--- config.mk ---
export PLATFORM = sky130hd
export DESIGN_NAME = fifo_wr_arbiter
export DESIGN_NICKNAME = d
export VERILOG_FILES = /design/src/rtl/fifo_wr_arbiter.sv
export SDC_FILE = /design/constraint.sdc
export NUM_CORES = 1
export LEC_CHECK = 0
export BUFFER_PORTS_ARGS = -buffer_cell sky130_fd_sc_hd__buf_2
export CAP_MARGIN = 10
export CORE_ASPECT_RATIO = 1.4
export CORE_MARGIN = 3
export CORE_UTILIZATION = 48
export DETAILED_ROUTE_END_ITERATION = 10
export PLACE_DENSITY = 0.85
export SYNTH_ARGS = -nofsm -noshare
export SYNTH_HDL_FRONTEND = slang
export SYNTH_SLANG_ARGS = --single-unit
export TNS_END_PERCENT = 1
--- constraint.sdc ---
create_clock -name clk -period 2.7 [get_ports clk]
set_input_delay 0.405 -clock clk [delete_from_list [all_inputs] [get_ports clk]]
set_output_delay 0.405 -clock clk [all_outputs]
set_load 0.02 [all_outputs]
--- src/rtl/fifo_wr_arbiter.sv ---
// Round-robin arbiter sharing the single write port of a small synchronous FIFO
// among several valid/ready producers, with bounded bursts per grant.
module fifo_wr_arbiter #(
    parameter int NUM_REQ   = 4,
    parameter int DATA_W    = 8,
    parameter int MAX_BURST = 4
) (
    input  logic                      clk,
    input  logic                      reset_n,
    input  logic [NUM_REQ-1:0]        req_valid,
    input  logic [NUM_REQ*DATA_W-1:0] req_data,
    output logic [NUM_REQ-1:0]        req_ready,
    input  logic                      fifo_full,
    input  logic                      fifo_empty,
    input  logic                      fifo_r_en,
    output logic                      fifo_w_en,
    output logic [DATA_W-1:0]         fifo_data_in,
    output logic [NUM_REQ-1:0]        grant,
    output logic                      busy
);

    localparam int IDX_W = $clog2(NUM_REQ);
    localparam int CNT_W = $clog2(MAX_BURST + 1);

    typedef enum logic {IDLE, GRANT} state_t;

    state_t             state, state_nxt;
    logic [NUM_REQ-1:0] grant_nxt;
    logic [CNT_W-1:0]   beat_cnt, beat_nxt;
    logic [IDX_W-1:0]   last, last_nxt;
    logic [IDX_W-1:0]   owner;
    logic [IDX_W-1:0]   pick;
    logic               can_write;
    logic               release_grant;

    // First valid requester strictly after 'start' in circular order; 'start' itself is checked last.
    function automatic logic [IDX_W-1:0] pick_next(input logic [IDX_W-1:0] start,
                                                   input logic [NUM_REQ-1:0] valid);
        logic [IDX_W-1:0] result;
        logic [IDX_W-1:0] cand;
        logic             found;
        int               idx;
        result = start;
        found  = 1'b0;
        for (int k = 1; k <= NUM_REQ; k++) begin
            idx  = (int'(start) + k) % NUM_REQ;
            cand = IDX_W'(idx);
            if (!found && valid[cand]) begin
                result = cand;
                found  = 1'b1;
            end
        end
        return result;
    endfunction

    always_ff @(posedge clk or negedge reset_n) begin
        if (!reset_n) begin
            state    <= IDLE;
            grant    <= '0;
            beat_cnt <= '0;
            last     <= IDX_W'(NUM_REQ - 1);
        end else begin
            state    <= state_nxt;
            grant    <= grant_nxt;
            beat_cnt <= beat_nxt;
            last     <= last_nxt;
        end
    end

    // A stalled grant (can_write low) is frozen: no beat counting and no release.
    always_comb begin
        state_nxt     = state;
        grant_nxt     = grant;
        beat_nxt      = beat_cnt;
        last_nxt      = last;
        owner         = '0;
        pick          = '0;
        release_grant = 1'b0;
        for (int i = 0; i < NUM_REQ; i++) begin
            if (grant[i]) begin
                owner = IDX_W'(i);
            end
        end
        case (state)
            IDLE: begin
                if (|req_valid) begin
                    pick            = pick_next(last, req_valid);
                    grant_nxt       = '0;
                    grant_nxt[pick] = 1'b1;
                    beat_nxt        = '0;
                    state_nxt       = GRANT;
                end
            end
            GRANT: begin
                if (can_write) begin
                    release_grant = !req_valid[owner] ||
                                    (fifo_w_en && (beat_cnt == CNT_W'(MAX_BURST - 1)));
                    if (release_grant) begin
                        last_nxt = owner;
                        beat_nxt = '0;
                        if (|req_valid) begin
                            pick            = pick_next(owner, req_valid);
                            grant_nxt       = '0;
                            grant_nxt[pick] = 1'b1;
                        end else begin
                            grant_nxt = '0;
                            state_nxt = IDLE;
                        end
                    end else if (fifo_w_en) begin
                        beat_nxt = beat_cnt + 1'b1;
                    end
                end
            end
            default: begin
                state_nxt = IDLE;
                grant_nxt = '0;
                beat_nxt  = '0;
            end
        endcase
    end

    // The FIFO services a read before a write, so a write in a non-empty read cycle would be lost.
    always_comb begin
        can_write    = !fifo_full && !(fifo_r_en && !fifo_empty);
        req_ready    = grant & {NUM_REQ{can_write}};
        fifo_w_en    = |(req_valid & req_ready);
        fifo_data_in = '0;
        for (int i = 0; i < NUM_REQ; i++) begin
            if (grant[i]) begin
                fifo_data_in = fifo_data_in | req_data[i*DATA_W +: DATA_W];
            end
        end
        busy = (state == GRANT);
    end

endmodule

After elaboration in Yosys (flattened, before gate mapping)

Index checks and enable logic that the tools add are counted.

Reduce and logical (&&, ||, !) cells: 27
$lt $le $gt $ge: 13
Muxes and demuxes: 81
Bitwise logic cells: 6
$add $sub $neg: 9
Eq/ne operators: 5

Operators by type and width:

| cell                                                              | count |
|---|---|
| two-way mux 1 bit                                                 | 39 |
| < comparator 2 x 3 -> 1 bit, second input constant                | 11 |
| two-way mux 2 bit                                                 | 16 |
| two-way mux 8 bit                                                 | 4 |
| OR 8 bit                                                          | 3 |
| binary-select mux 1 bit (select 2 bit)                            | 9 |
| two-way mux 4 bit                                                 | 4 |
| two-way mux 3 bit                                                 | 4 |
| logical AND 1 bit                                                 | 11 |
| zero test 1 bit                                                   | 10 |
| AND reduction 3 bit                                               | 3 |
| adder 2 x 1 -> 2 bit, second input constant                       | 4 |
| adder 2 bit, second input constant                                | 4 |
| bitwise AND 4 bit                                                 | 2 |
| one-hot mux 4 bit (2 select lines)                                | 1 |
| OR reduction 4 bit                                                | 2 |
| one-hot mux 3 bit (2 select lines)                                | 1 |
| demux 1 bit (select 2 bit)                                        | 2 |
| greater-or-equal comparator 2 x 1 -> 1 bit, second input constant | 2 |
| inequality test 2 x 1 -> 1 bit, second input constant             | 2 |
| adder 3 x 1 -> 3 bit, second input constant                       | 1 |
| == test 3 x 2 -> 1 bit, second input constant                     | 1 |
| inequality test 3 x 2 -> 1 bit, second input constant             | 1 |
| inequality test 2 bit, second input constant                      | 1 |
| 3 further kinds                                                   | 3 |

Bits in registers: 10
Output and inout bits: 18
Logic and storage cells: 145
Bits of input ports: 41

Longest topological paths before layout

Gate-level depths: netlist (run 1).

Depth after elaboration: 41
Depth in mapped cells: 8
Depth with buffers taken out: 6

Worst setup path before layout (run 1)

Ideal clock, no wire load.

Kind: reg2reg
Start point: register grant[2]
End point: register beat_cnt[0]
Path buffers: 1
Arrival time: 1.916 ns
Setup slack: 0.657 ns
Stages on the path, launching flop included: 8
Period minus slack after synthesis: 2.043 ns
Data required time: 2.572 ns
Library setup time: 0.128 ns
Path through: dfrtp_1 > buf_4 > a22oi_1 > a311oi_2 > a22oi_1 > nand2_1 > nor2_1 > mux2_1

Elaborated cells between the ends (all ways): 15
Those cells by class: eq/ne (1); mux (7); bitwise (2); reduce/logical (5)

RTL lines:

| element                            | RTL line | RTL |
|---|---|---|
| start: declaration                 | 18       | `output logic [NUM_REQ-1:0] grant,` |
| start signal: assignment           | 64       | `grant <= grant_nxt;` |
| bitwise AND 4 bit *                | 125      | `req_ready = grant & {NUM_REQ{can_write}};` |
| bitwise AND 4 bit *                | 126      | `fifo_w_en = \|(req_valid & req_ready);` |
| OR reduction 4 bit *               | 126      |  |
| net fifo_w_en                      | 16       | `output logic fifo_w_en,` |
| logical AND 1 bit                  | 97       | `(fifo_w_en && (beat_cnt == CNT_W'(MAX_BURST - 1)));` |
| logical OR 1 bit                   | 96       | `release_grant = !req_valid[owner] \|\|` |
| two-way mux 3 bit                  | 98       | `if (release_grant) begin` |
| two-way mux 3 bit                  | 95       | `if (can_write) begin` |
| one-hot mux 3 bit (2 select lines) | 84       | `case (state)` |
| end signal: assignment             | 65       | `beat_cnt <= beat_nxt;` |
| end: declaration                   | 29       | `logic [CNT_W-1:0] beat_cnt, beat_nxt;` |

Mark *: on every way through the listed nets, which the timed path passes. The rest lies on a longest branch. The select of a mux whose other input is x is not followed.
A chain may end at the register's enable or synchronous reset.

Worst setup path after layout (run 1)

Start point: register grant[2]
End point: register grant[0]

Word-level cells in the longest chain between the ends: 39
Elaborated cells between the ends (all ways): 62
Those cells by class: add/sub (4); order compare (2); eq/ne (1); mux (41); bitwise (2); reduce/logical (12)

RTL lines:

| element                                                                                                         | RTL line | RTL |
|---|---|---|
| two-way mux 2 bit (2 in a row)                                                                                  | 80       | `if (grant[i]) begin` |
| adder 2 x 1 -> 2 bit                                                                                            | 46       | `idx = (int'(start) + k) % NUM_REQ;` |
| binary-select mux 1 bit (select 2 bit)                                                                          | 48       | `if (!found && valid[cand]) begin` |
| two-way mux 1 bit (implied by the code)                                                                         | 48       |  |
| two-way mux 1 bit                                                                                               | 48       |  |
| two-way mux 1 bit                                                                                               | 101      | `if (\|req_valid) begin` |
| two-way mux 1 bit                                                                                               | 98       |  |
| two-way mux 1 bit                                                                                               | 95       |  |
| [22 not listed]                                                                                                 | -        |  |
| < comparator 2 x 3 -> 1 bit (implied by the code) or greater-or-equal comparator 2 x 1 -> 1 bit (tied branches) | 104      | `grant_nxt[pick] = 1'b1;` |
| logical AND 1 bit (implied by the code)                                                                         | 104      |  |
| two-way mux 1 bit (implied by the code)                                                                         | 104      |  |
| demux 1 bit (select 2 bit)                                                                                      | 104      |  |
| two-way mux 4 bit                                                                                               | 101      |  |
| two-way mux 4 bit                                                                                               | 98       |  |
| two-way mux 4 bit                                                                                               | 95       |  |
| one-hot mux 4 bit (2 select lines)                                                                              | 84       |  |

Several ways; a longest one is shown, not always the timed one. The select of a mux whose other input is x is not followed.

==> flow_summary.toml, run 1 <==
[worst_setup_path]
critPathMaxFanout = 20
cp_slowest_cell = "dfrtp_1"
cp_data_arrival_time_ns = 2.42
crit_family = "simple AND/OR/NAND/NOR gates"
path_buf_inv = 0
crit_path_start = "grant[2]"
end_kind = "flip-flop"
criticalPathCategory = "flip-flop to flip-flop"
cp-start-kind = "flip-flop"
timing.rr.start = "grant[2]"
cp_cell_sequence = "nor2b_4 > a221oi_1 > or4_4 > o21a_1 > a32oi_1 > a21oi_1"
crit_required_ns = 2.83
max_stage_delay_ns = 0.74

[run_status]
status = "complete, no violations"

[clock_tree]
clk_path_buf_depth = 2
ctsResizeCount = 0
clkLatencyLatePin_ns = 0.26
cts_root_buf = "clkbuf_4"
post_cts_buffers = 0
cts.htree.levels = 1
cts_tree = "done"
cts-buffers-inserted = 3
clock-sinks = 10
clkTransAtPathRegs_ns = 0.07

[yosys]
syn_nets = 185
synth_cell_types = 44
synth_area_sq_mm = 0.00111
synth_top_area_share_pct = 18.0
synthTopCellsByArea = "dfrtp_1, a22oi_1, nand2_1"
yosys_register_bits = 10
yosysTopAreaCell = "dfrtp_1"
synth-seq-area-share_pct = 22.7
syn_area_per_cell_sq_um = 7.82
ys.flop_type = "dfrtp_1"
async_flop_share_pct = 100
yosysWarningCount = 0
syn_inst = 142
synth_edf_count = 0

[placed_design]
gp_congestion = 0.860
dp_hpwl_mm = 2.47
dp.cells = 210
numPortBuffers = 58
postPlaceCellArea_sq_mm = 0.00136

[global_route]
grtUsageTotal_pct = 23.3
grt_pass1_wl_mm = 5.38
grt_pass1_vias = 1293
grt_overflow = 0
antenna_found_initial = 0
grt_max_degree = 22

[job]
cap_violations = 0

[hold_path]
hp-class = "flip-flop to flip-flop"
min-delay-start = "beat_cnt[2]"

[sta]
grt_setup_unrepaired = "false"
setup_viol = 0
post-route-min-period_ns = 2.29
max_slew.worst_pin.slew_ns = 0.720
finalMaxSlewViolations = 0
timing.setup.tns_ns = 0
hold_violations = 0
fin_skew_ns = 0.00197
whs_ns = 0.507
fmax_ghz = 0.437
min_period_over_period_pct = 84.8
slew_headroom_pct = 51.6

[final_layout]
utilization_pct = 64.8
diodes = 0
nets = 237
finalNonFillerCells = 215
regArea_sq_um = 253
drive_above_1_share_pct = 38.9
syn2layout_area_growth_pct = 26.9
multiInputGateArea_sq_um = 767
fillers = 168
design_area_sq_mm = 0.00141

[die]
num_rows = 20
die_h_um = 62.9
dieArea_sq_mm = 0.00294
ios = 59
start_util_pct = 51.0
fp.dieW_um = 46.7
core_sq_mm = 0.00218

[route]
wirelength_mm = 3.18
vias_per_cell = 6.08
routedWlPerCell_um = 14.8
drt_first_iter_violations = 37
drc = 0
vias = 1307
drtPass1Iterations = 4
ant_nets = 0

[power]
power_density_mw_per_mm2 = 1100
power.static_leakage_nw = 0.692
vdd_drop_max_uv = 691
[layer usage]
metal | GRT usage [%] | up-vias | part of all wire (%)
li1 | - | 634 | -
met1 | 28.9 | 611 | 38
met2 | 39.7 | 54 | 54
met3 | 1.73 | 8 | 6.2
met4 | 9.00 | 0 | 1.9
met5 | 0 | - | 0
[what timing repair did]
action                     4_1_cts  5_1_grt
hold buffers                     1        0
setup endpoints to repair        0        0
hold endpoints to repair         8        0
[sequential cells by signal (all words and copies together), names as in the netlist]
register  count
last          2
beat_cnt      3
busy          1
grant         4
[synthesized netlist by cell type (2+ instances only)]
| cell | number |
|---|---|
| a32oi_1 | 4 |
| nor2_1 | 14 |
| nand2_1 | 15 |
| o21a_1 | 3 |
| o21ai_0 | 4 |
| nand2b_1 | 3 |
| clkbuf_1 | 3 |
| dfrtp_1 | 8 |
| nor4_1 | 2 |
| ha_1 | 2 |
| o22ai_2 | 2 |
| inv_1 | 7 |
| buf_2 | 7 |
| a21oi_1 | 11 |
| a22oi_1 | 19 |
| nor3_1 | 3 |
| nor2b_1 | 3 |
| mux2_1 | 2 |
| and2_1 | 4 |
| dfstp_2 | 2 |
[worst reg2reg max path: stages (launching register included)]
cell and delay, ns:
dfrtp_1 0.74, nor2b_4 0.31, a221oi_1 0.16, or4_4 0.51, o21a_1 0.14, a32oi_1 0.21, a21oi_1 0.10
[cell type report]
class | count | share of cell area (%)
Multi-Input combinational cell | 113 | 54.4
Timing Repair Buffer | 59 | 21.3
Sequential cell | 10 | 17.9
Clock buffer | 4 | 2.57
Tap cell | 22 | 1.95
Inverter | 7 | 1.86
[final timing paths]
check	end	slack, ns	depth (start not counted)
worst max-delay path	grant[0]	0.41	6
worst min-delay path	beat_cnt[2]	0.51	1
worst max register to register	grant[0]	0.41	6
worst min register to register	beat_cnt[2]	0.51	1
max in group asynchronous	last[0]	1.91	2
min in group asynchronous	grant[0]	0.54	2
[cells in the final DEF (no fill, tap or decap), types with 2 or more instances in the layout]
| master | instances |
|---|---|
| mux2_1 | 2 |
| ha_1 | 2 |
| nor4_1 | 2 |
| buf_2 | 58 |
| o21ai_0 | 4 |
| o22ai_2 | 2 |
| o21a_1 | 3 |
| nor2_1 | 14 |
| nand2b_1 | 3 |
| and2_1 | 4 |
| a21oi_1 | 11 |
| nand2_1 | 15 |
| a22oi_1 | 19 |
| inv_1 | 7 |
| dfstp_2 | 2 |
| clkbuf_4 | 3 |
| dfrtp_1 | 8 |
| a32oi_1 | 4 |
| nor2b_1 | 3 |
| nor3_1 | 3 |
[report_power, final]
| group | total [mW] | internal [mW] | leakage, nW | switching, mW |
|---|---|---|---|---|
| Clock | 0.131 | 0.0817 | 0.0210 | 0.0492 |
| Combinational | 1.01 | 0.443 | 0.555 | 0.569 |
| Sequential | 0.413 | 0.223 | 0.116 | 0.190 |
[per-stage QoR]
stage          power, mW  setup slack [ns]
2_1_floorplan       1.18             0.657
3_3_place_gp        1.36             0.555
3_5_place_dp        1.41             0.444
4_1_cts             1.55             0.439
5_1_grt             1.70             0.191
6_report            1.56             0.411
[cell families (layout without fill, tap and decap cells)]
group	count (synthesis)	after routing	synth area share, %
xor gates and xnor gates	2	2	1.58
and+or+nand+nor	49	49	22.4
AOI/OAI and AO/OA	55	55	37.5
adders and majority gates	2	2	2.25
buffers and inverters	19	70	8.22
muxes	5	5	5.29
DFF	10	10	22.7
No activity file was read; power rests on OpenSTA's default activity.
==> run 2, diff against run 1 <==
--- a/config.mk
+++ b/config.mk
@@ -5,13 +5,14 @@
 export SDC_FILE = /design/constraint.sdc
 export NUM_CORES = 1
 export LEC_CHECK = 0
+export ABC_AREA = 1
 export BUFFER_PORTS_ARGS = -buffer_cell sky130_fd_sc_hd__buf_2
 export CAP_MARGIN = 10
 export CORE_ASPECT_RATIO = 1.4
 export CORE_MARGIN = 3
-export CORE_UTILIZATION = 48
+export CORE_UTILIZATION = 43
 export DETAILED_ROUTE_END_ITERATION = 10
-export PLACE_DENSITY = 0.85
+export PLACE_DENSITY = 0.77
 export SYNTH_ARGS = -nofsm -noshare
 export SYNTH_HDL_FRONTEND = slang
 export SYNTH_SLANG_ARGS = --single-unit
==> constraint.sdc (replaced) <==
create_clock -name clk -period 2.1 [get_ports clk]
set_input_delay 0.315 -clock clk [delete_from_list [all_inputs] [get_ports clk]]
set_output_delay 0.315 -clock clk [all_outputs]
set_load 0.02 [all_outputs]
==> run 2 against run 1 <==
Net effect: worst hold slack worse by 0.076 ns; sequential power is 16% higher; clock power is 38% higher; clock-buffer cell count unchanged; first-iteration DRC count increased by 76%; setup slack worse by 0.19 ns; final area increased by 18%; via count grew 28%; non-clock buffer count grew 3; clock skew decreased by 0.0011 ns; highest routed layer unchanged.
==> flow_summary.toml, run 2 <==
[worst_setup_path]
end_kind = "output port"
cp-start-kind = "flip-flop"
criticalPathCategory = "flip-flop to output port"
crit_required_ns = 1.78
cp_data_arrival_time_ns = 1.56
worst-r2r-setup-slack_ns = 0.24
critPathMaxFanout = 9

[sta]
post-route-min-period_ns = 1.88
fmax_ghz = 0.532
max_slew.worst_pin.slew_ns = 0.440
slew_headroom_pct = 70.4
setup_viol = 0
fin_skew_ns = 0.000832
finalMaxSlewViolations = 0
timing.setup.tns_ns = 0
min_period_over_period_pct = 89.5
grt_setup_unrepaired = "false"
worst_slack_ns = 0.220
whs_ns = 0.431
hold_violations = 0

[power]
power.static_leakage_nw = 0.975
vdd_drop_max_uv = 954
power_density_mw_per_mm2 = 1620

[yosys]
synth_top_area_share_pct = 27.5
yosys_register_bits = 10
ys.flop_type = "dfrtp_1"
yosysMostFrequentCell = "nand2_1"
syn_inst = 233
async_flop_share_pct = 100
synth_cell_types = 25
synth_common_cells = "nand2_1, nand3_1, nor2_1"
yosysWarningCount = 0
synth_area_sq_mm = 0.00128
synth_edf_count = 0
syn_nets = 276
synthTopCellsByArea = "nand2_1, dfrtp_1, nand3_1"
yosysTopAreaCell = "nand2_1"
syn_area_per_cell_sq_um = 5.51
synth-seq-area-share_pct = 19.7

[final_layout]
utilization_pct = 60.9
nets = 338
largest_reg_flops = 4
largest_register = "grant"
layout_common_cells = "nand2_1, buf_2, nand3_1, nor2_1, inv_1"
syn2layout_area_growth_pct = 29.2
top_regs = "grant: 4 flops, beat_cnt: 3 flops, last: 2 flops"
design_area_sq_mm = 0.00166
final_common_cell = "nand2_1"
diodes = 0
drive_above_1_share_pct = 29.6

[route]
drt_first_iter_violations = 65
routedWlPerCell_um = 11.9
drc = 0
vias = 1676
wirelength_mm = 3.92
drtPass1Iterations = 4
ant_nets = 0
vias_per_cell = 5.08

[placed_design]
dp_hpwl_mm = 3.18
gp_congestion = 0.848
numPortBuffers = 58
post-place-ws_ns = 0.252
postPlaceCellArea_sq_mm = 0.00161

[hold_path]
hp-class = "input pin to flip-flop"

[clock_tree]
ctsResizeCount = 0
cts_root_buf = "clkbuf_4"
hold_buffers = 1
clkLatencyLatePin_ns = 0.27
post_cts_buffers = 0
cts-buffers-inserted = 3
clock-sinks = 10
cts_tree = "done"
clkTransAtPathRegs_ns = 0.07
cts.htree.levels = 1
clk_path_buf_depth = 2

[die]
num_rows = 22
ios = 59
start_util_pct = 47.2
die_h_um = 70.7
fp.dieW_um = 52.2
dieArea_sq_mm = 0.00369
core_sq_mm = 0.00273

[global_route]
grt_overflow = 0
grt_pass1_vias = 1574
antenna_found_initial = 0
grt_pass1_wl_mm = 6.60
grt_max_degree = 13
grtUsageTotal_pct = 22.9

[run_status]
status = "complete, no violations"

[job]
cap_violations = 0
==> run 2: cell count changes after synthesis, moves of 8 or more <==
| cell | delta |
|---|---|
| nand2_1 | +79 |
| nand3_1 | +33 |
| a22oi_1 | -18 |
| inv_1 | +12 |
| nand4_1 | +12 |
| nor2_1 | +11 |
| nand2_2 | +8 |
==> run 2: final cells by class <==
cell class / instances / area, sq um
multi-input combinational: 194 / 911
tap: 36 / 45.0
clock buffer: 4 / 36.3
inverter: 24 / 92.6
timing repair buffer: 62 / 323
fill: 275 / 1060
sequential: 10 / 253
==> run 2: cells by family after synthesis <==
group	Yosys count	synth area share [%]
adders and majority gates	2	1.95
DFF	10	19.7
and+or+nand+nor	179	63.2
buffers and inverters	29	9.45
AOI/OAI and AO/OA	13	5.75
==> run 2: final timing paths <==
check	to	depth (start not counted)	start
worst max-delay path	fifo_w_en	6	grant[2]
worst min-delay path	busy	3	req_valid[1]
worst max register to register	grant[3]	13	grant[2]
worst min register to register	beat_cnt[0]	1	beat_cnt[0]
max in group asynchronous	last[1]	2	reset_n
min in group asynchronous	beat_cnt[2]	2	reset_n
==> run 2: worst max-delay path: stages (launching register included) <==
cell	delay [ns]
dfrtp_1	0.52
buf_4	0.22
nand4_1	0.08
nand2_1	0.05
nor2_1	0.20
inv_1	0.06
buf_2	0.16
==> run 2: metrics by stage <==
stage | instances | power [mW]
final | 330 | 2.69
after detailed placement | 325 | 2.50
after global placement | 325 | 2.49
after CTS | 330 | 2.70
after global routing | 330 | 3.01
after floorplan | 233 | 2.01
==> run 2: power breakdown <==
| part | internal, mW | switching, mW |
|---|---|---|
| Combinational | 0.701 | 1.33 |
| Sequential | 0.301 | 0.179 |
| Clock | 0.106 | 0.0760 |
| Total | 1.11 | 1.58 |
==> run 2: routing by layer <==
metal / up-vias / track usage, % / share of wire (%) / wire length [um]
met4: 0 / 7.95 / 1.2 / 48
li1: 875 / - / - / -
met1: 750 / 26.2 / 39 / 1540
met3: 5 / 1.26 / 3.8 / 150
met2: 46 / 43.1 / 56 / 2190
met5: - / 0 / 0 / 0
==> run 3, diff against run 2 <==
--- a/config.mk
+++ b/config.mk
@@ -13,6 +13,7 @@
 export CORE_UTILIZATION = 43
 export DETAILED_ROUTE_END_ITERATION = 10
 export PLACE_DENSITY = 0.77
+export SETUP_SLACK_MARGIN = 0.3
 export SYNTH_ARGS = -nofsm -noshare
 export SYNTH_HDL_FRONTEND = slang
 export SYNTH_SLANG_ARGS = --single-unit
==> run 3 against run 2 <==
Net effect: die area unchanged; combinational power increased by 19%; global-route usage is 0.13 points higher; critical path depth up 7; sequential share of layout area is 1.1 points lower; clock-buffer cell count stayed put; maximum frequency rose by 6.5%; total power increased by 14%; routed wire length up 9.5%; critical path type is now flip-flop to flip-flop; largest cell class unchanged.
==> flow_summary.toml, run 3 (synthesis gave the netlist of run 2 again) <==
[run_status]
status = "complete, no violations"

[clock_tree]
cts-buffers-inserted = 3
clkTransAtPathRegs_ns = 0.07
cts_tree = "done"
clk_path_buf_depth = 2
cts.htree.levels = 1
cts_root_buf = "clkbuf_4"
clkLatencyLatePin_ns = 0.27
clock-sinks = 10

[final_layout]
largest_register = "grant"
top_regs = "grant: 4 flops, beat_cnt: 3 flops, last: 2 flops"
syn2layout_area_growth_pct = 41.7
nets = 348
drive_above_1_share_pct = 37.5
largest_reg_flops = 4
layout_common_cells = "nand2_1, buf_2, nand3_1, nor2_1, inv_1"
final_common_cell = "nand2_1"
fillers = 256
multiInputGateArea_sq_um = 980
regArea_sq_um = 256
diodes = 0

[worst_setup_path]
criticalPathCategory = "flip-flop to flip-flop"
crit_required_ns = 2.26
max_stage_delay_ns = 0.60
crit_family = "simple AND/OR/NAND/NOR gates"
cp_num_cells = 13
timing.rr.start = "last[0]"
worst-r2r-setup-slack_ns = 0.33
crit_path_start = "last[0]"
cp_data_arrival_time_ns = 1.93
path_buf_inv = 1
end_kind = "flip-flop"
r2r_cells = 13
cp-start-kind = "flip-flop"
r2r-end = "grant[1]"
cp_slowest_cell = "dfstp_2"
worst_path_most_repeated_cell = "nand2_2"
cp_cell_sequence = "inv_4 > nand2_1 > nand2_1 > nand2_2 > nand2_4 > nor2_4 > nand2_2 > nand3_1 > nand2_2 > nand2_2 > nand2_1 > nor2_1 > nor2_1"
critPathMaxFanout = 7

[global_route]
grt_pass1_vias = 1579
grt_max_degree = 13
grt.busiest_layer = "met2"
grt_pass1_wl_mm = 6.64
grt_overflow = 0
grt_use_met2_pct = 42.8
grtUsageTotal_pct = 23.0
grt_util_met3_pct = 1.47
grtUsageMet1_pct = 26.3
antenna_found_initial = 0

[die]
dieArea_sq_mm = 0.00369
num_rows = 22
die_h_um = 70.7
core_sq_mm = 0.00273
fp.dieW_um = 52.2
start_util_pct = 47.2
ios = 59

[placed_design]
post-place-ws_ns = 0.252
dp_hpwl_mm = 3.18
numPortBuffers = 58
gp_congestion = 0.848

[route]
ant_nets = 0
routedWlPerCell_um = 12.6
vias = 1759
drtPass1Iterations = 4
vias_per_cell = 5.17
drc = 0
wirelength_mm = 4.30
drt_first_iter_violations = 101

[sta]
worst_slack_ns = 0.334
finalMaxSlewViolations = 0
fin_skew_ns = 0.00421
hold_violations = 0
max_slew.worst_pin.slew_ns = 0.444
slew_headroom_pct = 70.1
setup_viol = 0
timing.setup.tns_ns = 0
post-route-min-period_ns = 1.77
fmax_ghz = 0.566
min_period_over_period_pct = 84.1
grt_setup_unrepaired = "true"
whs_ns = 0.430

[job]
cap_violations = 0

[power]
power_density_mw_per_mm2 = 1680
power.static_leakage_nw = 1.03
power_mw = 3.06
vdd_drop_max_uv = 1020

[hold_path]
min-delay-start = "req_valid[0]"
min_path_cells = 3
hold_path_end = "busy"
hp-class = "input pin to flip-flop"
run 3: cell types whose count changed in the layout (fill, tap and decap cells not counted), sizes merged:
cell  previous run  this run
buf             61        71
run 3: where the power goes:
part           internal [mW]  total [mW]  switching (mW)  leakage, nW
logic                  0.890        2.41            1.52        0.902
clock network          0.106       0.180          0.0744       0.0210
registers              0.307       0.465           0.157        0.110
run 3: timing repair:
item / 4_1_cts / 5_1_grt
pin swaps: 0 / 11
buffers inserted: 0 / 10
endpoints found under the setup margin: 5 / 8
resized for setup: 3 / 24
hold buffers: 1 / 0
gates cloned: 0 / 0
hold endpoints to repair: 8 / 0
run 3: per-stage QoR:
stage	util (%)	area, sq um	cells
finish	66.8	1820	340
global route	66.8	1820	340
CTS	61.1	1670	330
detailed placement	59.2	1610	325
global placement	59.2	1610	325
floorplan	-	1280	233
run 3: cell type report:
class | instances | area share (%)
clock buffers | 4 | 1.99
multi-input cells | 194 | 53.8
inverters | 24 | 5.36
well taps | 36 | 2.47
flip-flops and latches | 10 | 14.1
repair buffers | 72 | 22.3
run 3: worst reg2reg max path, stage by stage, from the launching register on:
cell and delay [ns]:
dfstp_2 0.60, inv_4 0.06, nand2_1 0.07, nand2_1 0.09, nand2_2 0.10, nand2_4 0.07
nor2_4 0.14, nand2_2 0.07, nand3_1 0.10, nand2_2 0.09, nand2_2 0.08, nand2_1 0.05
nor2_1 0.09, nor2_1 0.05
run 3: how the worst max path moves through the flow:
| stage | slack, ns | endpoint |
|---|---|---|
| after CTS | 0.30 | grant[1] |
| after global placement | 0.27 | grant[3] |
| final | 0.33 | grant[1] |
| after global routing | 0.21 | grant[1] |
| after floorplan | 0.49 | grant[1] |
| after detailed placement | 0.25 | grant[3] |
run 3: layer usage:
layer | vias up | wire length [um]
met2 | 67 | 2420
met4 | 0 | 73
met5 | - | 0
li1 | 893 | -
met3 | 8 | 198
met1 | 791 | 1600
